## src/rtl/way_age_tracker_pkg.sv

```systemverilog
// way_age_tracker_pkg: shared query FSM state encoding for the way age tracker
package way_age_tracker_pkg;
  typedef enum logic [1:0] {
    IDLE = 2'd0,
    SCAN = 2'd1,
    RESP = 2'd2
  } state_t;
endpackage

```

## src/rtl/way_age_counter.sv

```systemverilog
// way_age_counter: one way's age, cleared on access, saturating increment otherwise
module way_age_counter #(
  parameter int W = 4
) (
  input  logic         clk_in,
  input  logic         reset_in,
  input  logic         clr,
  input  logic         inc,
  output logic [W-1:0] age
);
  always_ff @(posedge clk_in or posedge reset_in)
    if (reset_in) age <= '0;
    else age <= clr ? '0 : (inc && age != '1) ? age + 1'b1 : age;
endmodule

```

## src/rtl/way_age_tracker.sv

```systemverilog
// way_age_tracker: per-way LRU ages plus a serial max-age victim scan.
// Define WAY_AGE_TRACKER_INVALID_FIRST_EN to stop the scan at the first empty way.
module way_age_tracker
  import way_age_tracker_pkg::*;
#(
  parameter int SINGLE_WAY_WIDTH_IN_BITS = 4,
  parameter int NUM_WAY = 16,
  parameter int WAY_PTR_WIDTH_IN_BITS = $clog2(NUM_WAY) + 1
) (
  input  logic                                       clk_in,
  input  logic                                       reset_in,
  input  logic                                       access_valid_in,
  input  logic [WAY_PTR_WIDTH_IN_BITS-1:0]           access_way_in,
  input  logic [NUM_WAY-1:0]                         valid_mask_in,
  input  logic                                       victim_req_valid_in,
  output logic                                       victim_req_ready_out,
  output logic                                       victim_valid_out,
  input  logic                                       victim_ready_in,
  output logic [WAY_PTR_WIDTH_IN_BITS-1:0]           victim_way_out,
  output logic [SINGLE_WAY_WIDTH_IN_BITS-1:0]        victim_age_out,
  output logic [SINGLE_WAY_WIDTH_IN_BITS*NUM_WAY-1:0] way_age_flatted_out
);
  localparam int W = SINGLE_WAY_WIDTH_IN_BITS;
  localparam int WP = WAY_PTR_WIDTH_IN_BITS;
  localparam int IW = NUM_WAY > 1 ? $clog2(NUM_WAY) : 1;
  logic [NUM_WAY-1:0][W-1:0] ages;
  logic acc_ok;
  state_t state;
  logic [WP-1:0] scan_idx, best_way;
  logic [W-1:0] best_age, cur_age;
  logic done;
  assign acc_ok = access_valid_in && access_way_in < WP'(NUM_WAY);
  for (genvar i = 0; i < NUM_WAY; i++) begin : g_way
    way_age_counter #(.W(W)) u_cnt (
      .clk_in  (clk_in),
      .reset_in(reset_in),
      .clr     (acc_ok && access_way_in == WP'(i)),
      .inc     (acc_ok && valid_mask_in[i] && access_way_in != WP'(i)),
      .age     (ages[i])
    );
  end
  assign way_age_flatted_out = ages;
  assign cur_age = valid_mask_in[scan_idx[IW-1:0]] ? ages[scan_idx[IW-1:0]] : '0;
  assign victim_req_ready_out = state == IDLE;
  assign victim_valid_out = state == RESP;
  assign victim_way_out = best_way;
  assign victim_age_out = best_age;
  // done delays the RESP entry by one edge after the deciding way is examined
  always_ff @(posedge clk_in or posedge reset_in)
    if (reset_in) begin
      state <= IDLE;
      scan_idx <= '0;
      best_way <= '0;
      best_age <= '0;
      done <= 1'b0;
    end else begin
      case (state)
        IDLE: if (victim_req_valid_in) begin
          state <= SCAN;
          scan_idx <= '0;
          best_way <= '0;
          best_age <= '0;
          done <= 1'b0;
        end
        SCAN: if (done) state <= RESP;
        else begin
          if (cur_age > best_age) begin
            best_way <= scan_idx;
            best_age <= cur_age;
          end
`ifdef WAY_AGE_TRACKER_INVALID_FIRST_EN
          if (!valid_mask_in[scan_idx[IW-1:0]]) begin
            best_way <= scan_idx;
            best_age <= '0;
            done <= 1'b1;
          end else
`endif
          if (scan_idx == WP'(NUM_WAY - 1)) done <= 1'b1;
          else scan_idx <= scan_idx + 1'b1;
        end
        RESP: if (victim_ready_in) state <= IDLE;
        default: state <= IDLE;
      endcase
    end
endmodule

```

## config.mk

```make
export PLATFORM = sky130hd
export DESIGN_NAME = way_age_tracker
export DESIGN_NICKNAME = d
export VERILOG_FILES = /design/src/rtl/way_age_tracker_pkg.sv /design/src/rtl/way_age_counter.sv /design/src/rtl/way_age_tracker.sv
export SDC_FILE = /design/constraint.sdc
export NUM_CORES = 1
export LEC_CHECK = 0
export CAP_MARGIN = 25
export CORE_MARGIN = 1
export CORE_UTILIZATION = 52
export DETAILED_ROUTE_END_ITERATION = 8
export PLACE_DENSITY = 0.81
export SYNTH_ARGS = -nofsm -noshare
export SYNTH_HDL_FRONTEND = slang
export SYNTH_SLANG_ARGS = --single-unit
export TNS_END_PERCENT = 30
```

## constraint.sdc

```tcl
create_clock -name clk_in -period 3.4 [get_ports clk_in]
set_input_delay 0.51 -clock clk_in [delete_from_list [all_inputs] [get_ports clk_in]]
set_output_delay 0.51 -clock clk_in [all_outputs]
set_load 0.005 [all_outputs]
```

==> out/results.md, run 1 <==
| Item | This run |
|---|---|
| Final routed wire length divided by cell count | 17.8 um |
| Area of placed instances | 6120 sq um |
| Maximum resistive drop on vdd | 0.000393 V |
| Wire length reported by the detailed router | 12500 um |
| Clk pwr share | 0.134 |
| Fin crit share | 0.941 |
| Chip width | 98.9 um |
| Number of distinct standard cells referenced by the synthesized netlist | 43 |
| Largest stage delay on the critical path | 0.59 ns |
| Final global-route overflow total | 0 |
| Slew of the pin with the lowest slew margin | 0.739 ns |
| Port buffer count | 100 |
| Yosys warning count | 0 |
| Average cell area after synthesis | 10.4 sq um |
| Antenna Nets Post-Route | 0 |
| CTS sink count | 81 |
| Clock insertion delay at the later pin of the skew report | 0.36 ns |
| Clock Pin Slew Worst Setup and Hold Paths | 0.09 ns |
| Top-level I/O count | 101 |
| Floorplan die height | 98.9 um |
| Net Sw Frac | 0.390 |
| Initial antenna violation count | 0 |
| Pwr Density | 942 nW/um^2 |
| Cell Rows | 35 |
| Internal power component | 3.65 mW |
| Reg power frac | 0.341 |
| HPWL Detailed | 9450 um |
| Layout Cell Area excl Fill | 6350 sq um |
| Crit Path Class | reg2reg |
| Total power after layout | 5.98 mW |
| Arrival time of data at the critical path endpoint | 3.48 ns |
| Hold crit path type | reg2reg |
| Crit path capture type | register |
| Library cell contributing the largest single delay on the critical path | sky130_fd_sc_hd__mux4_1 |
| Most common cell after layout, fill and taps aside | sky130_fd_sc_hd__clkdlybuf4s50_1 |
| Core Footprint | 9150 sq um |
| Floorplan die area | 9790 sq um |
| Fraction of the yosys area taken by sequential cells | 0.415 |
| Required time worst endpoint | 3.68 ns |
| Net count after synthesis | 518 |
| Largest net degree at the start of global routing | 49 |
| Post-Synthesis Cells | 470 |
| Number of placed cells counting well taps | 685 |
| Cells traversed along the worst timing path | buf_12 > buf_4 > mux4_1 > a22oi_1 > and3_1 > nor2_1 > ha_1 > and4b_1 > a211oi_2 > or2_4 > mux2i_1 |
| FMAX | 313 MHz |
| Clock tree from TritonCTS | yes |
| Leakage Power | 2.84 nW |
| Proportion of layout cells with a drive suffix above 1 | 0.0949 |
| Post-route minimum period | 3.20 ns |
| NetSw | 2.33 mW |
| Number of buffers on the longest clock path | 2 |
| Via-per-instance ratio | 6.03 |
| First-pass GRT wire length | 20200 um |
| Final Hold Slack | 0.530 ns |
| Final weighted congestion in routability-driven placement | 0.862 |
| Final net count | 633 |
| Max-slew violation count | 0 |
| Slew headroom | 0.503 |
| Area of the mapped netlist | 4890 sq um |
| Initial core utilization | 0.534 |
| Root buffer cell | sky130_fd_sc_hd__clkbuf_8 |
| Number of hold violations in the final report | 0 |
| Fillcell total | 692 |
| Combinational share of power | 0.525 |
| CTS Buf Count | 9 |
| Number of maximum-capacitance violations | 0 |
| Setup Viol. Count Final | 0 |
| Number of global-route vias before repair | 4115 |
| Diodes inserted | 0 |
| Worst Skew | 0.00855 ns |
| Overall routing resource usage | 0.267 |
| Setup repair after global routing missed its margin | false |
| Non-Filler Instances | 701 |
| Largest driver fanout on the critical path | 9 |
| Layout Area Growth over Synthesis | 30.1% |
| Vias | 4229 |
| Post-route DRC | 0 |
| Commonest cells after routing, fill and taps aside | 100 x sky130_fd_sc_hd__clkdlybuf4s50_1, 81 x sky130_fd_sc_hd__nor2_1, 81 x sky130_fd_sc_hd__dfrtp_1 |
| Synthesized flop and latch total | 81 |
| DRC violation total after the first TritonRoute iteration | 295 |
| Type of origin of the critical path | register |
| Result of the run | finished clean |
| Router iterations before antenna repair | 5 |
| Max H-tree Level | 3 |
## stage by stage
stage | utilization | setup TNS (ns) | worst slack [ns]
4_1_cts | 0.694 | 0 | 0.121
3_5_place_dp | 0.669 | -1.02 | -0.143
5_1_grt | 0.694 | 0 | 0.0124
3_3_place_gp | 0.669 | -0.541 | -0.0860
2_1_floorplan | - | 0 | 0.356
6_report | 0.694 | 0 | 0.202
## power by group through the flow
stage	sequential [mW]	clock, mW	combinational (mW)
global placement	2.02	0	2.97
global route	2.12	0.840	3.41
finish	2.04	0.799	3.14
floorplan	1.86	0	1.80
CTS	2.03	0.806	3.11
detailed placement	2.04	0	3.08
## kinds of logic after synthesis
logic type      count (synthesis)  synth area share
flops                          81             0.415
compound gates                 31            0.0474
buf+inv                        27            0.0300
fa+ha+maj                      22            0.0563
simple gates                  226             0.233
mux                            40             0.141
xor+xnor                       43            0.0771
## layout make-up
cell class	instances	area, sq um	share of cell area
inverter	9	33.8	0.00532
sequential	81	2030	0.319
tap	111	139	0.0219
clock buffer	9	124	0.0195
clock inverter	7	100	0.0158
timing repair buffer	122	1200	0.189
multi-input combinational	362	2730	0.429
## registers in the layout (all words and copies together), names as in the netlist
register and cells:
done 1, g_way.u_cnt.age 64, victim_age_out 4, scan_idx 5, victim_way_out 5, state 2
## worst max-delay path, delay by kind of cell (launching register included)
family                     cells  cell delay (ns)
and+or+nand+nor                4             0.78
buffers and inverters          2             0.32
AOI/OAI and AO/OA              2             0.49
muxes                          2             0.78
DFF                            1             0.45
adders and majority gates      1             0.31
## final timing paths
path,from,endpoint,slack (ns),depth (start not counted)
min in group asynchronous,reset_in,victim_age_out[1]$_DFFE_PP0P_,0.58,2
setup / recovery,scan_idx[0]$_DFFE_PP0P_,victim_way_out[2]$_DFFE_PP0P_,0.20,11
max in group asynchronous,reset_in,g_way[1].u_cnt.age[2]$_DFFE_PP0P_,2.11,3
setup reg to reg,scan_idx[0]$_DFFE_PP0P_,victim_way_out[2]$_DFFE_PP0P_,0.20,11
hold reg to reg,victim_way_out[0]$_DFFE_PP0P_,victim_way_out[0]$_DFFE_PP0P_,0.53,1
hold / removal,victim_way_out[0]$_DFFE_PP0P_,victim_way_out[0]$_DFFE_PP0P_,0.53,1
## synthesized netlist by cell type, drive strengths merged
cell / n / area share
o32a: 1 / 0.0020
nand3b: 2 / 0.0031
nand4: 27 / 0.035
a211oi: 1 / 0.0015
nor3b: 1 / 0.0015
inv: 9 / 0.0069
xnor2: 2 / 0.0036
o31ai: 7 / 0.011
o311ai: 1 / 0.0033
nor3: 11 / 0.011
a21oi: 2 / 0.0020
and4b: 1 / 0.0020
nand3: 40 / 0.041
and4: 7 / 0.013
dfrtp: 81 / 0.41
nand2: 16 / 0.012
or2: 3 / 0.0038
ha: 22 / 0.056
or4b: 1 / 0.0020
a21o: 1 / 0.0015
a22oi: 4 / 0.0061
buf: 12 / 0.018
mux4: 20 / 0.10
a32o: 1 / 0.0020
o211ai: 4 / 0.0061
o21ai: 1 / 0.0010
a31oi: 7 / 0.0090
mux2i: 20 / 0.041
a31o: 1 / 0.0018
nor4b: 1 / 0.0018
nand2b: 4 / 0.0051
xor2: 41 / 0.073
nor2: 81 / 0.062
clkbuf: 6 / 0.0046
and3: 21 / 0.027
nor2b: 10 / 0.013
## layer usage
layer / track usage / part of all wire / wire (um) / vias up
li1: - / - / - / 1953
met1: 0.363 / 0.44 / 5490 / 2100
met2: 0.439 / 0.49 / 6160 / 160
met3: 0.0376 / 0.056 / 695 / 16
met4: 0.0964 / 0.012 / 149 / 0
met5: 0 / 0 / 0 / -
## repair_timing
item | 4_1_cts | 5_1_grt
hold buffers | 0 | 0
setup buffers | 0 | 0
gates resized for setup | 0 | 2
endpoints found under the setup margin | 0 | 9
(Power assumes the default switching activity.)
==> run 2, diff against run 1 <==
HOLD_SLACK_MARGIN = 0.03   (was default)
==> results of run 2 <==
Final layout, timing and power as in run 1 (identical DEF).
